==> src/rtl/i2c_multi_read_seq_if.sv <==
// i2c_multi_read_seq_if: command port between the read sequencer and i2c_sys_top
interface i2c_multi_read_seq_if;
  logic       sys_start;
  logic [6:0] sys_slave_addr;
  logic       sys_done;
  logic [7:0] sys_rd_data;
  modport master (output sys_start, sys_slave_addr, input sys_done, sys_rd_data);
  modport slave (input sys_start, sys_slave_addr, output sys_done, sys_rd_data);
endinterface

==> src/rtl/i2c_multi_read_seq.sv <==
// i2c_multi_read_seq: one start reads a byte from every table slave in the requester's domain
module i2c_multi_read_seq #(
  parameter int                   NUM_SLV    = 4,
  parameter int                   IDX_W      = 2,
  parameter logic [NUM_SLV*7-1:0] SLV_ADDRS  = {7'h40, 7'h30, 7'h20, 7'h10},
  parameter logic [NUM_SLV-1:0]   SLV_DOMAIN = 4'b1010,
  parameter int                   TO_W       = 16,
  parameter logic [TO_W-1:0]      TIMEOUT    = 16'd50000
) (
  input  logic             clk,
  input  logic             rst,
  input  logic             domain,
  input  logic             start,
  output logic             busy,
  output logic [7:0]       rd_data,
  output logic [IDX_W-1:0] rd_idx,
  output logic             valid,
  output logic             err,
  output logic             done,
  i2c_multi_read_seq_if.master bus
);
  typedef enum logic [2:0] {IDLE, SCAN, ISSUE, WAIT, FINISH} state_t;
  state_t           state, state_n;
  logic [IDX_W-1:0] idx, idx_n;
  logic             cur_dom, cur_dom_n;
  logic [TO_W-1:0]  timer, timer_n;
  logic             last, hit, fin;
  // next-state logic: walk the table one slot per cycle, wait on the bus for matching slaves
  always_comb begin
    last = idx == IDX_W'(NUM_SLV - 1);
    hit = SLV_DOMAIN[idx] == cur_dom;
    fin = state == WAIT && (bus.sys_done || timer == TIMEOUT - 1'b1);
    state_n = state;
    idx_n = idx;
    cur_dom_n = cur_dom;
    timer_n = timer;
    case (state)
      IDLE: if (start) begin
        state_n = SCAN;
        idx_n = '0;
        cur_dom_n = domain;
      end
      SCAN: begin
        state_n = hit ? ISSUE : last ? FINISH : SCAN;
        idx_n = hit || last ? idx : idx + 1'b1;
      end
      ISSUE: begin
        state_n = WAIT;
        timer_n = '0;
      end
      WAIT: begin
        timer_n = timer + 1'b1;
        state_n = !fin ? WAIT : last ? FINISH : SCAN;
        idx_n = fin && !last ? idx + 1'b1 : idx;
      end
      default: state_n = IDLE;
    endcase
  end
  // state and registered outputs; sys_done beats a simultaneous timeout, address holds outside ISSUE/WAIT
  always_ff @(posedge clk or posedge rst) begin
    if (rst) begin
      state <= IDLE;
      idx <= '0;
      cur_dom <= 1'b0;
      timer <= '0;
      busy <= 1'b0;
      done <= 1'b0;
      valid <= 1'b0;
      err <= 1'b0;
      rd_data <= 8'h00;
      rd_idx <= '0;
      bus.sys_start <= 1'b0;
      bus.sys_slave_addr <= 7'h00;
    end else begin
      state <= state_n;
      idx <= idx_n;
      cur_dom <= cur_dom_n;
      timer <= timer_n;
      busy <= state_n != IDLE;
      done <= state == FINISH;
      valid <= fin;
      err <= fin && !bus.sys_done;
      rd_data <= fin && bus.sys_done ? bus.sys_rd_data : 8'h00;
      rd_idx <= fin ? idx : rd_idx;
      bus.sys_start <= state == SCAN && hit;
      bus.sys_slave_addr <= state == SCAN && hit ? SLV_ADDRS[7*int'(idx) +: 7] : bus.sys_slave_addr;
    end
  end
endmodule

==> src/flat_wrapper.sv <==
// flat-port wrapper written by rule: the top's interface ports become plain ports
module i2c_multi_read_seq_flat 
#(
  parameter int                   NUM_SLV    = 4,
  parameter int                   IDX_W      = 2,
  parameter logic [NUM_SLV*7-1:0] SLV_ADDRS  = {7'h40, 7'h30, 7'h20, 7'h10},
  parameter logic [NUM_SLV-1:0]   SLV_DOMAIN = 4'b1010,
  parameter int                   TO_W       = 16,
  parameter logic [TO_W-1:0]      TIMEOUT    = 16'd50000
)
  (clk, rst, domain, start, busy, rd_data, rd_idx, valid, err, done, bus_sys_start, bus_sys_slave_addr, bus_sys_done, bus_sys_rd_data);
  i2c_multi_read_seq_if bus_i ();
  input  logic clk;
  input  logic rst;
  input  logic domain;
  input  logic start;
  output logic busy;
  output logic [7:0] rd_data;
  output logic [IDX_W-1:0] rd_idx;
  output logic valid;
  output logic err;
  output logic done;
  output wire logic [$bits(bus_i.sys_start)-1:0] bus_sys_start;
  output wire logic [$bits(bus_i.sys_slave_addr)-1:0] bus_sys_slave_addr;
  input wire logic [$bits(bus_i.sys_done)-1:0] bus_sys_done;
  input wire logic [$bits(bus_i.sys_rd_data)-1:0] bus_sys_rd_data;
  assign bus_sys_start = bus_i.sys_start;
  assign bus_sys_slave_addr = bus_i.sys_slave_addr;
  assign bus_i.sys_done = bus_sys_done;
  assign bus_i.sys_rd_data = bus_sys_rd_data;
  i2c_multi_read_seq #(.NUM_SLV(NUM_SLV), .IDX_W(IDX_W), .SLV_ADDRS(SLV_ADDRS), .SLV_DOMAIN(SLV_DOMAIN), .TO_W(TO_W), .TIMEOUT(TIMEOUT)) u_core (.clk(clk), .rst(rst), .domain(domain), .start(start), .busy(busy), .rd_data(rd_data), .rd_idx(rd_idx), .valid(valid), .err(err), .done(done), .bus(bus_i));
endmodule
==> config.mk <==
export PLATFORM = sky130hd
export DESIGN_NAME = i2c_multi_read_seq_flat
export DESIGN_NICKNAME = d
export VERILOG_FILES = /design/src/rtl/i2c_multi_read_seq_if.sv /design/src/rtl/i2c_multi_read_seq.sv /design/src/flat_wrapper.sv
export SDC_FILE = /design/constraint.sdc
export NUM_CORES = 1
export LEC_CHECK = 0
export CORE_UTILIZATION = 55
export CTS_CLUSTER_SIZE = 40
export DETAILED_ROUTE_END_ITERATION = 8
export DONT_BUFFER_PORTS = 1
export GPL_TIMING_DRIVEN = 0
export PLACE_DENSITY = 0.7
export SYNTH_ARGS = -nofsm -noshare
export SYNTH_HDL_FRONTEND = slang
export SYNTH_SLANG_ARGS = --single-unit
==> constraint.sdc <==
create_clock -name clk -period 2.2 [get_ports clk]
set_input_delay 0.11 -clock clk [delete_from_list [all_inputs] [get_ports clk]]
set_output_delay 0.11 -clock clk [all_outputs]
set_load 0.05 [all_outputs]
==> out/metrics.cfg <==
[outcome]
outcome = completed

[grt]
number_of_global_route_vias_before_repair = 1226
grt_remaining_overflow = 0
grt_max_degree = 41
global_route.usage.total_pct = 21.2
number_of_antenna_violations_at_the_first_check_in_global_routing = 0
grt_first_pass_wirelength_mm = 5.29

[yosys]
synth_area_leader_cell = dfrtp_1
post_synth.cell_area_avg_sq_um = 11.2
synth.ff_latch_count = 40
synth.top_cell.area_share_pct = 55.2
synthesis_warnings = 0
synth_cell_types = 42
synth.area.top_cells = dfrtp_1, nor2_1, xor2_1
share_of_the_yosys_chip_area_belonging_to_registers_pct = 55.2
syn-instance-count = 162
synth.cell_area_sq_um = 1810

[worst_setup_path]
slowest_stage = dfrtp_1
reg2regPathDepth = 6
timing.critical_path.cells = ha_1, nand3_2, nand4b_2, nor3b_1, or3_4, mux2_4
critPathLaunchType = register
largest_fanout_on_the_critical_path = 5
worst_setup_path_endpoint = u_core.idx[0]
timing.critical_path.to_type = register
path_class = reg2reg
worst_setup_path_startpoint = u_core.timer[0]
slowest_delay_ns = 0.41
worstReg2RegEnd = u_core.idx[0]
worst-r2r-setup-slack_ns = 0.09
worst_ep_required_time_ns = 2.46
worst_ep_arrival_time_ns = 2.36
crit-reg2reg-launch = u_core.timer[0]

[hold_path]
hold_path_class = in2reg

[sta]
timing.final.setup_violations = 0
max_slew_margin_pct = 47.0
final.setup.tns_ns = 0
postLayoutSetupSlackWorst_ns = 0.0909
layout_worst_path_cycle_share_pct = 95.9
count_of_endpoints_failing_hold_in_the_final_timing_report = 0
worst_hold_slack_ns = 0.0327
period_minus_slack_ns = 2.11
slew_violations = 0
worst_clock_skew_ns = 0.0103
grt_setup_unrepaired = false
fmaxAchievable_ghz = 0.474
tightest_slew_ns = 0.794

[placement]
io_buffers = 0
gp_congestion = 0.830
dpl_cell_area_sq_um = 1880
detailed_place_hpwl_mm = 2.14
dpl.cell_count = 209
pre_cts_slack_ns = 0.121

[clock_tree]
clk_pin_slew_ns = 0.12
setup_repair_bufs_after_cts = 0
ctsHtreeMaxLevel = 2
cts.sink_count = 40
cts_tree = yes
ctsLongestPathBuffers = 2
cts_made_buffers = 5
cts-root-buf = clkbuf_4
clk_latency_ns = 0.36

[detailed_routing]
dr_drc_count = 0
postRouteAntennaNets = 0
drt-wirelength-per-cell_um = 13.9
violation_count_after_the_first_detailed_routing_iteration = 45
via_count = 1217
average_via_count_per_standard_cell = 5.31
drt_pre_antenna_iters = 6
finalWirelength_mm = 3.18

[power_and_ir_drop]
leakagePower_nw = 1.00
netSwitchingFraction_pct = 38.6
power.net_switching_mw = 1.08
p_clk_share_pct = 25.4
power_density_relative_to_cell_area_nw_per_um2 = 1310
vdd_drop_max_mv = 0.990
power_report.internal_total_mw = 1.72
combinationalPowerShare_pct = 26.8
seq_power_share_pct = 47.8

[die]
core-area_sq_um = 3080
boundaryPins = 35
placementRows = 20
vertical_die_dimension_um = 59.4
floorplan.die.width_um = 59.4
design.die.area_sq_um = 3530
start_util_pct = 58.9

[flow_run]
max_cap_viol_count = 0

[cells_and_area]
finish.instance_area_sq_um = 2130
stdcell_count = 229
fill_cells = 250
final_cell_mix = dfrtp_1, nor2_1, dlygate4sd3_1
most_frequent_standard_cell_in_the_layout_excluding_fill_and_tap_cells = dfrtp_1
antenna_cells_inserted = 0
post_route_cells_drive_above_1_share_pct = 16.8
layout.nets = 199
layout-area-overhead-vs-synth_pct = 17.7

==> synth_stat cells <==
cell type and n:
inv_1 4, nand4_1 2, buf_2 2, nand4b_2 1, a21oi_1 1, nand2b_1 3
a21o_1 1, xor2_1 7, mux2i_1 1, or3_1 1, nand3_2 1, or3_4 1
a31oi_1 1, nor3_1 7, nor4b_4 1, clkbuf_1 2, o32a_1 1, o31ai_1 2
a22o_1 2, a21o_2 1, xnor2_1 5, nor3b_1 2, nand2_1 9, nor2_1 19
nand2_2 1, mux2_2 5, buf_4 4, o21ai_0 4, ha_1 2, nor2b_1 1
and2_1 8, a2bb2oi_1 1, mux2_4 1, or3b_2 1, conb_1 1, nand3_1 8
and3_2 1, nor4_1 2, and3_1 2, nor4_2 1, dfrtp_1 40, and4bb_1 2
==> per-stage QoR <==
stage	total power, mW	util, %
floorplan	1.92	-
global placement	2.05	61.0
detailed placement	2.08	61.0
CTS	2.81	69.1
global route	2.95	69.3
finish	2.80	69.3
==> layer usage <==
| metal | wire length [um] | vias to the layer above | GRT usage, % |
|---|---|---|---|
| li1 | - | 596 | - |
| met1 | 1330 | 586 | 24.1 |
| met2 | 1630 | 25 | 34.3 |
| met3 | 114 | 10 | 5.68 |
| met4 | 97 | 0 | 15.3 |
| met5 | 0 | - | 0 |
==> kinds of logic after synthesis <==
| logic type | after synthesis | share of synthesized area, % |
|---|---|---|
| AND/OR/NAND/NOR | 74 | 24.0 |
| XOR/XNOR | 12 | 5.80 |
| other | 1 | 0.207 |
| flip-flops | 40 | 55.2 |
| multiplexers | 7 | 4.49 |
| adder cells (fa/ha/maj) | 2 | 1.38 |
| buffers and inverters | 12 | 3.45 |
| AO/OA/AOI/OAI | 14 | 5.46 |
==> registers in the layout, indices dropped and copies added, names as in the netlist <==
| signal | flops |
|---|---|
| u_core.rd_idx | 2 |
| u_core.err | 1 |
| u_core.bus.sys_slave_addr | 3 |
| u_core.done | 1 |
| u_core.state | 3 |
| u_core.busy | 1 |
| u_core.rd_data | 8 |
| u_core.bus.sys_start | 1 |
| u_core.timer | 16 |
| u_core.idx | 2 |
| u_core.valid | 1 |
| u_core.cur_dom | 1 |
==> worst max-delay path: cells and delay by family (launching register included) <==
kind	cells	cell delay [ns]
simple gates	4	1.03
flops	1	0.41
mux	1	0.31
fa+ha+maj	1	0.25
==> what timing repair did <==
action                                 CTS  global route
setup endpoints to repair                0             1
endpoints found under the hold margin   53             0
hold buffers                            12             0
gates resized for setup                  0             1
==> power groups by stage <==
stage               Clock, mW  Sequential [mW]  Combinational [mW]
floorplan                   0             1.31               0.609
global placement            0             1.34               0.701
detailed placement          0             1.35               0.733
CTS                     0.723             1.34               0.754
global route            0.747             1.36               0.845
finish                  0.711             1.34               0.749
==> area by class of cell <==
class	instances	area (sq um)	area share (%)
Multi-Input combinational cell	113	766	35.9
Sequential cell	40	1000	46.9
Clock inverter	3	90.1	4.23
Tap cell	44	55.1	2.58
Buffer	8	47.5	2.23
Timing Repair Buffer	12	120	5.63
Clock buffer	5	37.5	1.76
Inverter	4	15.0	0.704
==> worst min-delay path by stage <==
stage | start | endpoint | cells after the start
after floorplan | bus_sys_done | u_core.err | 1
after global placement | bus_sys_done | u_core.err | 1
after detailed placement | rst | u_core.rd_data[1] | 1
after CTS | bus_sys_done | u_core.state[0] | 2
after global routing | bus_sys_done | u_core.state[0] | 2
final | bus_sys_done | u_core.state[0] | 2
No activity file was read; power rests on OpenSTA's default activity.
